==> config.mk <==
export PLATFORM = sky130hd
export DESIGN_NAME = instr_encoder
export DESIGN_NICKNAME = d
export VERILOG_FILES = /design/src/rtl/instr_encoder.sv
export SDC_FILE = /design/constraint.sdc
export NUM_CORES = 1
export LEC_CHECK = 0
export CORE_UTILIZATION = 46
export DETAILED_ROUTE_END_ITERATION = 12
export PLACE_DENSITY = 0.92
export SYNTH_ARGS = -nofsm -noshare
export SYNTH_HDL_FRONTEND = slang
export SYNTH_SLANG_ARGS = --single-unit
==> constraint.sdc <==
create_clock -name clk -period 5.2 [get_ports clk]
set_clock_uncertainty 0.15 [all_clocks]
set_input_delay 1.3 -clock clk [delete_from_list [all_inputs] [get_ports clk]]
set_output_delay 1.3 -clock clk [all_outputs]
set_load 0.02 [all_outputs]
==> src/rtl/instr_encoder.sv <==
// Streaming RV32I/F instruction encoder: packs decoded fields into a 32-bit word and
// queues it in a small FIFO tagged with a byte address. Define INSTR_ENC_FP_EN to accept flw/fsw.
module instr_encoder #(
  parameter int DEPTH  = 2,
  parameter int ADDR_W = 32
) (
  input  logic              clk,
  input  logic              rst_n,
  input  logic              in_valid,
  output logic              in_ready,
  input  logic [6:0]        opcode,
  input  logic [4:0]        rd,
  input  logic [4:0]        rs1,
  input  logic [4:0]        rs2,
  input  logic [2:0]        funct3,
  input  logic [6:0]        funct7,
  input  logic [31:0]       imm,
  input  logic              addr_load,
  input  logic [ADDR_W-1:0] start_addr,
  output logic              out_valid,
  input  logic              out_ready,
  output logic [31:0]       instruction,
  output logic [ADDR_W-1:0] addr,
  output logic              err
);

  localparam int PTR_W = $clog2(DEPTH);
  localparam int CNT_W = PTR_W + 1;
  localparam logic [CNT_W-1:0] FULL_CNT = CNT_W'(DEPTH);

  typedef enum logic [2:0] {
    FMT_R, FMT_I, FMT_IALU, FMT_S, FMT_B, FMT_U, FMT_J, FMT_ILL
  } fmt_t;

  fmt_t             fmt;
  logic [31:0]      word;
  logic             bad;
  logic             accept;
  logic             push;
  logic             pop;
  logic             full;
  logic             empty;
  logic [PTR_W-1:0] wr_ptr;
  logic [PTR_W-1:0] rd_ptr;
  logic [CNT_W-1:0] count;
  logic [31:0]      mem [DEPTH];

  always_comb begin
    fmt = FMT_ILL;
    case (opcode)
      7'b0110011:             fmt = FMT_R;
      7'b0010011:             fmt = FMT_IALU;
      7'b0000011, 7'b1100111: fmt = FMT_I;
      7'b0110111, 7'b0010111: fmt = FMT_U;
      7'b1100011:             fmt = FMT_B;
      7'b0100011:             fmt = FMT_S;
      7'b1101111:             fmt = FMT_J;
`ifdef INSTR_ENC_FP_EN
      7'b0000111:             fmt = FMT_I;
      7'b0100111:             fmt = FMT_S;
`endif
      default:                fmt = FMT_ILL;
    endcase
  end

  // NOTE: every path through a combinational block assigns its outputs (default first), so no latches are inferred.
  always_comb begin
    word = '0;
    case (fmt)
      FMT_R:           word = {funct7, rs2, rs1, funct3, rd, opcode};
      FMT_I, FMT_IALU: word = {imm[11:0], rs1, funct3, rd, opcode};
      FMT_S:           word = {imm[11:5], rs2, rs1, funct3, imm[4:0], opcode};
      FMT_B:           word = {imm[12], imm[10:5], rs2, rs1, funct3, imm[4:1], imm[11], opcode};
      FMT_U:           word = {imm[31:12], rd, opcode};
      FMT_J:           word = {imm[20], imm[10:1], imm[11], imm[19:12], rd, opcode};
      default:         word = '0;
    endcase
    // Shift-immediates carry funct7 in the upper bits and a 5-bit shamt.
    if (fmt == FMT_IALU && (funct3 == 3'b001 || funct3 == 3'b101))
      word[31:20] = {funct7, imm[4:0]};
  end

  // Branch/jump offsets must be half-word aligned; anything else is dropped and flagged.
  assign bad    = (fmt == FMT_ILL) || ((fmt == FMT_B || fmt == FMT_J) && imm[0]);
  assign full   = (count == FULL_CNT);
  assign empty  = (count == '0);

  assign in_ready  = rst_n && !full;
  assign out_valid = !empty;
  assign accept    = in_valid && in_ready;
  assign push      = accept && !bad;
  assign pop       = out_valid && out_ready;

  assign instruction = empty ? '0 : mem[rd_ptr];

  // NOTE: the storage array is not reset; an empty FIFO masks the head so stale data never shows.
  always_ff @(posedge clk) begin
    if (push) mem[wr_ptr] <= word;
  end

  // NOTE: sequential state uses non-blocking assignments only.
  always_ff @(posedge clk) begin
    if (!rst_n) begin
      wr_ptr <= '0;
      rd_ptr <= '0;
      count  <= '0;
    end else begin
      if (push) wr_ptr <= wr_ptr + 1'b1;
      if (pop)  rd_ptr <= rd_ptr + 1'b1;
      case ({push, pop})
        2'b10:   count <= count + 1'b1;
        2'b01:   count <= count - 1'b1;
        default: count <= count;
      endcase
    end
  end

  always_ff @(posedge clk) begin
    if (!rst_n)         addr <= '0;
    else if (addr_load) addr <= start_addr;
    else if (pop)       addr <= addr + ADDR_W'(4);
  end

  // A rejected accept wins over a same-cycle clear.
  always_ff @(posedge clk) begin
    if (!rst_n)              err <= 1'b0;
    else if (accept && bad)  err <= 1'b1;
    else if (addr_load)      err <= 1'b0;
  end

endmodule

==> impl_metrics.json <==
{
  "row_count": 37,
  "dpl.hpwl_um": 9810,
  "root_buffer": "clkbuf_8",
  "routedWlPerCell_um": 17.7,
  "fillerInstances": 759,
  "core_area_mm2": 0.0103,
  "synth_top_area_share_pct": 39.2,
  "fmax_mhz": 238,
  "post_cts_buffers": 0,
  "placed_cell_area_mm2": 0.00671,
  "yosys_warnings": 0,
  "viasPerCell": 5.73,
  "drt_iter0_markers": 321,
  "antenna_cells": 0,
  "drc": 0,
  "cap_violations": 0,
  "grt_pass1_wl_um": 21100,
  "yosysTopAreaCell": "edfxtp_1",
  "cp_num_buf_inv": 1,
  "yosys.cell_count.top_type": "edfxtp_1",
  "syn_nets": 560,
  "grt_use_total_pct": 24.6,
  "worstPathCellList": "clkdlybuf4s50_1, and3b_4, nand2_2, a221o_1, or3_1, ha_1, or3_1, a21boi_0",
  "gp_congestion": 0.985,
  "chipHeight_um": 105,
  "multi_input_area_mm2": 0.00208,
  "die_area_mm2": 0.0111,
  "initial_utilization_pct": 47.5,
  "crit_fanout": 12,
  "drive_gt1_share_pct": 4.99,
  "cp_slowest_cell": "clkdlybuf4s50_1",
  "cts_tree": "yes",
  "ys_top_cells_by_area": "edfxtp_1 39%, dfxtp_1 16%, mux2i_1 7.2%",
  "ys_seq_area_share_pct": 54.7,
  "arrival_ns": 4.35,
  "cts_inserted_buffers": 9,
  "h-tree-depth": 3,
  "ctsResizeCount": 0,
  "ir_drop_uv": 153,
  "synth_edf_count": 64,
  "firstDrtPassIters": 6,
  "crit_required_ns": 5.34,
  "cp_top_family": "simple AND/OR/NAND/NOR gates",
  "drtAntennaViolNets": 0,
  "yosysUniqueCellTypes": 46,
  "pin_count": 168,
  "postSynth.asyncResetShare_pct": 0,
  "period_share_pct": 80.9,
  "status": "complete, no violations",
  "leakage_nw": 2.43,
  "ys.flop_type": "edfxtp_1",
  "drv_slew": 0,
  "cp-end-kind": "flop",
  "hold_viol_final": 0,
  "critPathMostFrequentCell": "or3_1",
  "finalNetCount": 719,
  "syn_inst": 457,
  "syn-mean-instance-area_um2": 10.7,
  "worst_pin_slew_ns": 1.08,
  "grt_overflow": 0,
  "syn_area_mm2": 0.00490,
  "startpoint_type": "primary input",
  "slew_headroom_pct": 26.8,
  "crit_type": "primary input to flop",
  "fin_area_mm2": 0.00691,
  "ys_ff_latch": 102,
  "clkSinkCount": 102,
  "cts_hold_buf": 0,
  "hold_path.class": "flop to flop",
  "grt_max_degree": 39,
  "path_clk_slew_ns": 0.10,
  "grt_antenna_before_repair": 0,
  "synthTopCellsByCount": "64 x edfxtp_1, 47 x nor2_1, 38 x dfxtp_1",
  "seqCellArea_mm2": 0.00268,
  "numPortBuffers": 167,
  "power.density_mw_per_mm2": 236,
  "rsz0062_at_grt": "false",
  "grt_pass1_vias": 4255,
  "synthToLayoutAreaGrowth_pct": 41.1,
  "chipWidth_um": 105,
  "clock_latency_ns": 0.38,
  "setup_tns_ns": 0,
  "finalSetupViolations": 0,
  "vias": 4334,
  "drt-total-wl_um": 13400,
  "cts_max_path_buffers": 2,
  "cpPeakStageDelay_ns": 0.74,
  "finalCriticalPeriod_ns": 4.21
}
==> placed cells by master, fill, tap and decap left out, types with 2 or more instances in the layout <==
cell type	synthesis	routed
dfxtp_1	38	37
inv_6	0	2
a22o_1	19	19
inv_8	0	2
a222oi_1	4	4
o21ai_0	28	28
clkdlybuf4s50_1	0	167
nor4_1	3	3
nor2_1	47	44
nor2b_1	5	5
edfxtp_1	64	64
and4_1	4	4
a21boi_0	2	2
mux2i_1	35	35
ha_1	2	2
nor3_1	8	8
and2_1	4	4
nand4_1	14	14
clkinv_8	0	2
a21o_1	7	7
buf_4	0	6
clkbuf_8	0	9
nand3_1	15	15
o211ai_1	2	2
or3_1	2	2
nand2_1	26	26
a21oi_1	26	26
o211a_1	6	6
nor2_4	0	2
xor2_1	22	22
xnor2_1	10	10
and3_1	8	8
inv_1	14	14
==> worst reg2reg max path: stages, from the launching register on <==
cell and delay (ns):
dfxtp_1 0.49, inv_1 0.10, a21boi_0 0.29, nand2_1 0.17, or3_1 0.51, ha_1 0.38
or3_1 0.35, a21boi_0 0.20
==> state kept, by name (all words and copies together), names as in the netlist, named ones only <==
signal and cells:
rd_ptr 1, err 1, mem 64, count 2, wr_ptr 1, addr 32
==> stage by stage <==
stage / std cells / util, % / hold WS [ns] / total power [W] / setup WS [ns]
2_1_floorplan: 457 / - / 0.300 / 0.00100 / 0.700
4_1_cts: 757 / 67.0 / 0.336 / 0.00163 / 1.03
5_1_grt: 757 / 67.0 / 0.354 / 0.00169 / 0.951
6_report: 757 / 67.0 / 0.339 / 0.00163 / 0.995
3_3_place_gp: 741 / 65.0 / 0.308 / 0.00113 / 0.814
3_5_place_dp: 741 / 65.0 / 0.322 / 0.00114 / 0.653
==> cell type report <==
type / instances / share of cell area [%]
tap: 136 / 2.46
sequential: 102 / 38.8
clock inverter: 7 / 1.18
multi-input combinational: 315 / 30.1
timing repair buffer: 173 / 24.8
clock buffer: 9 / 1.79
inverter: 15 / 0.814
==> routing by layer <==
metal,up-vias,track usage (%),wire length [µm]
met5,-,0,0
met4,0,12.4,463
met2,230,42.9,6960
met1,2053,28.6,5120
li1,2004,-,-
met3,47,4.74,895
==> power breakdown <==
group,internal [W],switching (W)
clock network,0.000193,0.000307
registers,0.000872,0.0000267
logic,0.000131,0.0000992
total,0.00120,0.000433
==> final timing paths <==
| check | slack (ns) | depth (start not counted) | end | from |
|---|---|---|---|---|
| worst min register to register | 0.34 | 2 | err$_SDFFE_PN0P_ | err$_SDFFE_PN0P_ |
| worst max register to register | 2.47 | 7 | count[1]$_SDFFE_PN0P_ | count[0]$_SDFFE_PN0P_ |
| worst max-delay path | 0.99 | 8 | count[1]$_SDFFE_PN0P_ | opcode[6] |
| worst min-delay path | 0.34 | 2 | err$_SDFFE_PN0P_ | err$_SDFFE_PN0P_ |
==> cell families (layout without fill, tap and decap cells) <==
group	Yosys count	count (layout)	synth area share, %
muxes	36	36	7.38
DFF	102	102	54.7
adders and majority gates	2	2	0.511
AOI/OAI and AO/OA	104	104	14.3
and+or+nand+nor	141	141	14.2
buffers and inverters	40	204	3.12
xor gates and xnor gates	32	32	5.72
No activity file was read; power rests on OpenSTA's default activity.
